**src/rtl/mmio_pkg.sv**
```systemverilog
// Shared data-memory bus encodings, register offsets, STATUS layout and UART FSM states.
// Also holds the load extension helper used by memory-mapped responders.
package mmio_pkg;

   typedef enum logic [2:0] {
      RD_NONE = 3'b000,
      RD_LB   = 3'b001,
      RD_LBU  = 3'b010,
      RD_LH   = 3'b011,
      RD_LHU  = 3'b100,
      RD_LW   = 3'b101
   } rd_ctrl_e;

   typedef enum logic [1:0] {
      WR_NONE = 2'b00,
      WR_SB   = 2'b01,
      WR_SH   = 2'b10,
      WR_SW   = 2'b11
   } wr_ctrl_e;

   localparam logic [3:0] TXDATA_OFS = 4'h0;
   localparam logic [3:0] STATUS_OFS = 4'h4;

   localparam int STAT_BUSY    = 0;
   localparam int STAT_FULL    = 1;
   localparam int STAT_EMPTY   = 2;
   localparam int STAT_OVF     = 3;
   localparam int STAT_CNT_LSB = 4;

   typedef enum logic [1:0] {
      ST_IDLE  = 2'd0,
      ST_START = 2'd1,
      ST_DATA  = 2'd2,
      ST_STOP  = 2'd3
   } tx_state_e;

   // Lane select and sign/zero extension of a register word for the core's load types.
   function automatic logic [31:0] load_extend(input logic [2:0]  rd_ctrl,
                                               input logic [1:0]  lane,
                                               input logic [31:0] word);
      logic [7:0]  b;
      logic [15:0] h;
      b = word[{lane, 3'b000} +: 8];
      h = lane[1] ? word[31:16] : word[15:0];
      case (rd_ctrl)
         RD_LB:   load_extend = {{24{b[7]}}, b};
         RD_LBU:  load_extend = {24'h0, b};
         RD_LH:   load_extend = {{16{h[15]}}, h};
         RD_LHU:  load_extend = {16'h0, h};
         RD_LW:   load_extend = word;
         default: load_extend = '0;
      endcase
   endfunction

endpackage

```
**src/rtl/mmio_uart_tx_if.sv**
```systemverilog
// Core data-memory bus as seen by a memory-mapped responder.
interface mmio_uart_tx_if;
   logic [31:0] dm_addr;
   logic [2:0]  dm_rd_ctrl;
   logic [1:0]  dm_wr_ctrl;
   logic [31:0] dm_din;
   logic [31:0] dm_dout;
   logic        hit;

   modport master (output dm_addr, dm_rd_ctrl, dm_wr_ctrl, dm_din,
                   input  dm_dout, hit);
   modport slave  (input  dm_addr, dm_rd_ctrl, dm_wr_ctrl, dm_din,
                   output dm_dout, hit);
endinterface

```
**src/rtl/sync_fifo.sv**
```systemverilog
// Single-clock FIFO with occupancy count; a push while full or a pop while empty is ignored.
module sync_fifo #(
   parameter int WIDTH = 8,
   parameter int DEPTH = 4
) (
   input  logic                   clk,
   input  logic                   rst,
   input  logic                   push,
   input  logic [WIDTH-1:0]       wdata,
   input  logic                   pop,
   output logic [WIDTH-1:0]       rdata,
   output logic                   full,
   output logic                   empty,
   output logic [$clog2(DEPTH):0] count
);
   localparam int AW = $clog2(DEPTH);
   localparam logic [AW:0]   FULL_CNT = DEPTH[AW:0];
   localparam logic [AW:0]   CNT_ONE  = 1;
   localparam logic [AW-1:0] PTR_ONE  = 1;

   logic [WIDTH-1:0] mem [DEPTH];
   logic [AW-1:0]    wr_ptr;
   logic [AW-1:0]    rd_ptr;
   logic             do_push;
   logic             do_pop;

   assign full    = count == FULL_CNT;
   assign empty   = count == '0;
   assign do_push = push && !full;
   assign do_pop  = pop && !empty;
   assign rdata   = mem[rd_ptr];

   always_ff @(posedge clk) begin
      if (do_push) mem[wr_ptr] <= wdata;
   end

   always_ff @(posedge clk or negedge rst) begin
      if (!rst) begin
         wr_ptr <= '0;
         rd_ptr <= '0;
         count  <= '0;
      end else begin
         if (do_push) wr_ptr <= wr_ptr + PTR_ONE;
         if (do_pop)  rd_ptr <= rd_ptr + PTR_ONE;
         case ({do_push, do_pop})
            2'b10:   count <= count + CNT_ONE;
            2'b01:   count <= count - CNT_ONE;
            default: ;
         endcase
      end
   end
endmodule

```
**src/rtl/mmio_uart_tx.sv**
```systemverilog
// Memory-mapped 8N1 UART transmitter: stores to TXDATA queue bytes, STATUS is polled by loads.
//
// state    | meaning
// ---------+--------------------------------------------------------------
// ST_IDLE  | line high, waiting for a queued byte
// ST_START | start bit, line low for one bit period
// ST_DATA  | eight data bits, LSB first
// ST_STOP  | stop bit, line high; a queued byte goes straight to ST_START
module mmio_uart_tx
   import mmio_pkg::*;
#(
   parameter logic [31:0] BASE_ADDR  = 32'h1000_0000,
   parameter int          CLK_DIV    = 16,
   parameter int          FIFO_DEPTH = 4
) (
   input  logic          clk,
   input  logic          rst,
   mmio_uart_tx_if.slave bus,
   output logic          txd
);
   localparam int          CW      = $clog2(FIFO_DEPTH) + 1;
   localparam logic [15:0] BAUD_TC = 16'(CLK_DIV - 1);

   tx_state_e     state;
   tx_state_e     state_nxt;
   logic [15:0]   baud_cnt;
   logic [2:0]    bit_idx;
   logic [7:0]    shift;
   logic          bit_done;
   logic          fifo_push;
   logic          fifo_pop;
   logic          fifo_full;
   logic          fifo_empty;
   logic [7:0]    fifo_rdata;
   logic [CW-1:0] fifo_count;
   logic          overflow;
   logic          wr_hit;
   logic          ovf_clr;
   logic [31:0]   status;
   logic [31:0]   reg_word;
   logic          unused_din;

   // Registers are decoded per word; the byte lane only matters for load extension.
   assign bus.hit    = bus.dm_addr[31:4] == BASE_ADDR[31:4];
   assign wr_hit     = bus.hit && (bus.dm_wr_ctrl != WR_NONE);
   assign fifo_push  = wr_hit && (bus.dm_addr[3:2] == TXDATA_OFS[3:2]);
   assign ovf_clr    = wr_hit && (bus.dm_addr[3:2] == STATUS_OFS[3:2]);
   assign unused_din = ^bus.dm_din[31:8];

   sync_fifo #(
      .WIDTH (8),
      .DEPTH (FIFO_DEPTH)
   ) u_fifo (
      .clk   (clk),
      .rst   (rst),
      .push  (fifo_push),
      .wdata (bus.dm_din[7:0]),
      .pop   (fifo_pop),
      .rdata (fifo_rdata),
      .full  (fifo_full),
      .empty (fifo_empty),
      .count (fifo_count)
   );

   // Full is the pre-edge view, so a pop on the same edge never rescues the byte.
   always_ff @(posedge clk or negedge rst) begin
      if (!rst)                        overflow <= 1'b0;
      else if (fifo_push && fifo_full) overflow <= 1'b1;
      else if (ovf_clr)                overflow <= 1'b0;
   end

   always_ff @(posedge clk or negedge rst) begin
      if (!rst) state <= ST_IDLE;
      else      state <= state_nxt;
   end

   always_comb begin
      state_nxt = state;
      case (state)
         ST_IDLE:  if (!fifo_empty) state_nxt = ST_START;
         ST_START: if (bit_done) state_nxt = ST_DATA;
         ST_DATA:  if (bit_done && bit_idx == 3'd7) state_nxt = ST_STOP;
         ST_STOP:  if (bit_done) state_nxt = fifo_empty ? ST_IDLE : ST_START;
         default:  state_nxt = ST_IDLE;
      endcase
   end

   always_comb begin
      txd      = 1'b1;
      fifo_pop = 1'b0;
      case (state)
         ST_IDLE:  fifo_pop = !fifo_empty;
         ST_START: txd = 1'b0;
         ST_DATA:  txd = shift[0];
         ST_STOP:  fifo_pop = bit_done && !fifo_empty;
         default:  ;
      endcase
   end

   // Bit timer counts down from CLK_DIV-1; terminal count ends the current bit.
   assign bit_done = baud_cnt == '0;

   always_ff @(posedge clk or negedge rst) begin
      if (!rst) begin
         baud_cnt <= '0;
         bit_idx  <= '0;
         shift    <= '0;
      end else if (fifo_pop) begin
         shift    <= fifo_rdata;
         baud_cnt <= BAUD_TC;
      end else if (state != ST_IDLE) begin
         if (bit_done) begin
            baud_cnt <= BAUD_TC;
            if (state == ST_START) bit_idx <= '0;
            if (state == ST_DATA) begin
               shift <= shift >> 1;
               if (bit_idx != 3'd7) bit_idx <= bit_idx + 3'd1;
            end
         end else begin
            baud_cnt <= baud_cnt - 16'd1;
         end
      end
   end

   always_comb begin
      status                     = '0;
      status[STAT_BUSY]          = state != ST_IDLE;
      status[STAT_FULL]          = fifo_full;
      status[STAT_EMPTY]         = fifo_empty;
      status[STAT_OVF]           = overflow;
      status[STAT_CNT_LSB +: CW] = fifo_count;
   end

   assign reg_word    = (bus.dm_addr[3:2] == STATUS_OFS[3:2]) ? status : '0;
   assign bus.dm_dout = bus.hit ? load_extend(bus.dm_rd_ctrl, bus.dm_addr[1:0], reg_word) : '0;

endmodule

```
**src/flat_wrapper.sv**
```systemverilog
// flat-port wrapper written by rule: the top's interface ports become plain ports
module mmio_uart_tx_flat import mmio_pkg::*;
#(
   parameter logic [31:0] BASE_ADDR  = 32'h1000_0000,
   parameter int          CLK_DIV    = 16,
   parameter int          FIFO_DEPTH = 4
)
  (clk, rst, txd, bus_dm_addr, bus_dm_rd_ctrl, bus_dm_wr_ctrl, bus_dm_din, bus_dm_dout, bus_hit);
  mmio_uart_tx_if bus_i ();
  input  logic clk;
  input  logic rst;
  output logic txd;
  input wire logic [$bits(bus_i.dm_addr)-1:0] bus_dm_addr;
  input wire logic [$bits(bus_i.dm_rd_ctrl)-1:0] bus_dm_rd_ctrl;
  input wire logic [$bits(bus_i.dm_wr_ctrl)-1:0] bus_dm_wr_ctrl;
  input wire logic [$bits(bus_i.dm_din)-1:0] bus_dm_din;
  output wire logic [$bits(bus_i.dm_dout)-1:0] bus_dm_dout;
  output wire logic [$bits(bus_i.hit)-1:0] bus_hit;
  assign bus_i.dm_addr = bus_dm_addr;
  assign bus_i.dm_rd_ctrl = bus_dm_rd_ctrl;
  assign bus_i.dm_wr_ctrl = bus_dm_wr_ctrl;
  assign bus_i.dm_din = bus_dm_din;
  assign bus_dm_dout = bus_i.dm_dout;
  assign bus_hit = bus_i.hit;
  mmio_uart_tx #(.BASE_ADDR(BASE_ADDR), .CLK_DIV(CLK_DIV), .FIFO_DEPTH(FIFO_DEPTH)) u_core (.clk(clk), .rst(rst), .bus(bus_i), .txd(txd));
endmodule
```
**config.mk**
```make
export PLATFORM = sky130hd
export DESIGN_NAME = mmio_uart_tx_flat
export DESIGN_NICKNAME = d
export VERILOG_FILES = /design/src/rtl/mmio_pkg.sv /design/src/rtl/mmio_uart_tx_if.sv /design/src/rtl/sync_fifo.sv /design/src/rtl/mmio_uart_tx.sv /design/src/flat_wrapper.sv
export SDC_FILE = /design/constraint.sdc
export NUM_CORES = 1
export LEC_CHECK = 0
export CAP_MARGIN = 10
export CORE_ASPECT_RATIO = 1.25
export CORE_MARGIN = 4
export CORE_UTILIZATION = 48
export DETAILED_ROUTE_END_ITERATION = 10
export GPL_TIMING_DRIVEN = 0
export PLACE_DENSITY = 0.87
export SYNTH_ARGS = -nofsm -noshare
export SYNTH_HDL_FRONTEND = slang
export SYNTH_SLANG_ARGS = --single-unit
```
**constraint.sdc**
```tcl
create_clock -name clk -period 3 [get_ports clk]
set_input_delay 0.75 -clock clk [delete_from_list [all_inputs] [get_ports clk]]
set_output_delay 0.75 -clock clk [all_outputs]
set_load 0.05 [all_outputs]
```
==> flow_metrics.env <==
export IMPL_final_layout_size_suffix_gt1_share_pct=26.2
export IMPL_synth_most_common_cell="dfrtp_1"
export IMPL_die_area_sq_mm=0.00908
export IMPL_pre_cts_ws_ns=-0.876
export IMPL_r2r_end="u_core.u_fifo.count[2]"
export IMPL_avgRoutedWirePerCell_um=15.1
export IMPL_p_int_mw=1.69
export IMPL_synth_seq_cells=69
export IMPL_insertedDiodeCount=0
export IMPL_clock_latency_ns=0.34
export IMPL_period_share_pct=98.3
export IMPL_setup_viol=0
export IMPL_cts_tree="done"
export IMPL_tightestPinTransition_ns=0.808
export IMPL_seqPwrFrac_pct=46.8
export IMPL_max_slew_margin_pct=46.1
export IMPL_postPlaceCellArea_sq_mm=0.00442
export IMPL_min_period_ns=2.95
export IMPL_routed_wl_um=7430
export IMPL_dp_cells=473
export IMPL_path_clk_slew_ns=0.07
export IMPL_yosys_cell_types_count=51
export IMPL_utilization_pct=64.1
export IMPL_cp_start_kind="primary input"
export IMPL_grt_pass1_wl_um=12400
export IMPL_end_kind="output port"
export IMPL_syn_inst=302
export IMPL_hold_depth=2
export IMPL_syn_area_per_cell_sq_um=12.1
export IMPL_max_freq_ghz=0.339
export IMPL_core_area_sq_mm=0.00740
export IMPL_htree_levels=3
export IMPL_cts_root_buffer_cell="clkbuf_8"
export IMPL_dp_hpwl_um=5430
export IMPL_syn_cell_area_sq_mm=0.00365
export IMPL_syn_to_final_growth_pct=29.8
export IMPL_grt_start_max_net_pins=38
export IMPL_clkPwrFrac_pct=29.8
export IMPL_antenna_found_initial=0
export IMPL_synth_edff_count=32
export IMPL_skew_ns=0.00676
export IMPL_final_cells=493
export IMPL_cts_max_path_buffers=2
export IMPL_r2r_setup_slack_ns=0.10
export IMPL_vias=2539
export IMPL_power_mw=2.44
export IMPL_slew_violations=0
export IMPL_synth_commonest_cells="37 x dfrtp_1, 32 x edfxtp_1, 26 x buf_4, 18 x nor2_1, 15 x nand3_1"
export IMPL_worstPathMaxFanout=7
export IMPL_cp_required_ns=2.25
export IMPL_num_rows=35
export IMPL_layout_nets=481
export IMPL_grt_use_total_pct=17.5
export IMPL_worst_r2r_startpoint="u_core.baud_cnt[4]"
export IMPL_yosysWarningCount=0
export IMPL_synth_flop_cell="dfrtp_1"
export IMPL_antenna_left=0
export IMPL_die_width_um=86.0
export IMPL_worstHoldPathType="reg -> reg"
export IMPL_first_pass_iters=4
export IMPL_layout_setup_ws_ns=0.0513
export IMPL_cts_sinks=69
export IMPL_drc=0
export IMPL_r2r_cells=13
export IMPL_synth_area_leaders="edfxtp_1 26%, dfrtp_1 25%, buf_4 5.3%, mux4_2 4.9%, ha_1 4.5%"
export IMPL_gp_congestion=0.810
export IMPL_synth_top_area_share_pct=26.3
export IMPL_portBuffers=55
export IMPL_ys_async_sr_fraction_pct=53.6
export IMPL_post_route_cell_area_sq_mm=0.00474
export IMPL_min_to="u_core.bit_idx[2]"
export IMPL_holdBufCountCts=0
export IMPL_grt_ovfl_total=0
export IMPL_yosysSeqAreaShare_pct=51.6
export IMPL_die_h_um=106
export IMPL_switching_share_pct=30.7
export IMPL_p_per_area_mw_per_mm2=514
export IMPL_yosysTopAreaCell="edfxtp_1"
export IMPL_power_switching_mw=0.748
export IMPL_via_per_inst=5.15
export IMPL_pwr_share_comb_pct=23.3
export IMPL_leakage_nw=2.08
export IMPL_grt_pass1_vias=2565
export IMPL_status="finished clean"
export IMPL_cp_arrival_ns=2.20
export IMPL_drtIter0Drc=84
export IMPL_num_io_pins=105
export IMPL_max_cap_violations=0
export IMPL_vdd_drop_max_v=0.000374
export IMPL_hold_violations=0
export IMPL_initial_core_util_pct=49.4
export IMPL_criticalPathCategory="in -> out"
export IMPL_cts_buffers=9
export IMPL_worstHoldStart="u_core.bit_idx[2]"
-- what timing repair did --
| action | CTS | global route |
|---|---|---|
| gates cloned | 0 | 0 |
| gates resized for setup | 83 | 30 |
| setup buffers | 2 | 2 |
| setup endpoints to repair | 10 | 10 |
| pin swaps | 12 | 12 |
-- flip-flops by register name (all words and copies together), names as in the netlist, 2 cells and up --
| signal | cells |
|---|---|
| u_core.baud_cnt | 16 |
| u_core.bit_idx | 3 |
| u_core.shift | 8 |
| u_core.u_fifo.rd_ptr | 2 |
| u_core.u_fifo.wr_ptr | 2 |
| u_core.u_fifo.count | 3 |
| u_core.state | 2 |
| u_core.u_fifo.mem | 32 |
-- cells by family (layout without fill, tap and decap cells) --
kind of cell | count (synthesis) | count (layout) | synth area share [%]
buffers and inverters | 46 | 121 | 8.32
AND/OR/NAND/NOR | 101 | 101 | 16.3
XOR/XNOR | 13 | 13 | 3.12
other | 1 | 25 | 0.103
multiplexers | 19 | 19 | 8.05
flip-flops | 69 | 69 | 51.6
adder cells (fa/ha/maj) | 14 | 14 | 5.00
AO/OA/AOI/OAI | 39 | 39 | 7.53
-- power by group through the flow --
stage | clock (mW) | combinational (mW) | sequential, mW
after floorplan | 0 | 0.404 | 1.14
after global placement | 0 | 0.542 | 1.15
after detailed placement | 0 | 0.561 | 1.15
after CTS | 0.746 | 0.551 | 1.14
after global routing | 0.797 | 0.625 | 1.15
final | 0.726 | 0.569 | 1.14
-- critical path: stages --
cell           delay (ns)
dlygate4sd2_1        0.23
nor4_1               0.32
nand3_1              0.20
nor2_4               0.12
and4_4               0.25
and3_4               0.19
buf_8                0.14
-- metal layers --
metal,vias up,share of wire (%),global-route usage (%)
li1,1239,-,-
met1,1213,38,20.8
met2,66,55,30.2
met3,21,3.8,3.36
met4,0,3.0,7.92
met5,-,0,0
-- stage by stage --
step           hold slack [ns]  TNS (ns)
2_1_floorplan            0.442         0
3_5_place_dp             0.466    -10.79
6_report                 0.481         0
4_1_cts                  0.483         0
5_1_grt                  0.509   -0.0806
3_3_place_gp             0.462     -9.44
-- worst max-delay path by stage --
stage,start,depth (start not counted),to,slack [ns]
floorplan,bus_dm_addr[14],5,bus_dm_dout[1],0.05
global placement,bus_dm_addr[14],7,bus_dm_dout[1],-0.87
detailed placement,bus_dm_addr[14],7,bus_dm_dout[1],-0.88
CTS,u_core.state[0],12,u_core.u_fifo.count[2],0.001
global route,bus_dm_addr[19],7,bus_dm_dout[0],-0.03
finish,bus_dm_addr[25],7,bus_dm_dout[1],0.05
-- cell usage in the layout (no fill, tap or decap), types with 4 or more instances in the layout --
master           synthesis  routed
xor2_1                  10      10
mux2i_1                  8       8
nand3_1                 15      15
mux4_2                   8       8
nand2_1                 14      14
ha_1                    13      11
nor2_1                  18      17
dlymetal6s2s_1           0       6
a21oi_1                 12      12
inv_1                   11      10
buf_6                    3       6
nor3_1                   5       5
and3_1                   7       6
conb_1                   1      25
nor4_2                   2       4
nor4_4                   2       4
o21ai_2                  8       8
clkdlybuf4s15_1          0       7
and2_2                   0       5
nand4_1                  4       4
edfxtp_1                32      32
clkdlybuf4s50_1          0      15
dfrtp_1                 37      35
clkbuf_8                 0       9
dlygate4sd2_1            0      19
buf_4                   26      31
-- final cells by class --
class | instances | area (sq um)
Timing Repair Buffer | 59 | 583
Clock inverter | 7 | 65.1
Clock buffer | 9 | 124
Sequential cell | 69 | 1890
Multi-Input combinational cell | 211 | 1660
Fill cell | 572 | 2660
Tap cell | 92 | 115
Buffer | 35 | 269
Inverter | 11 | 41.3
(Power assumes the default switching activity.)
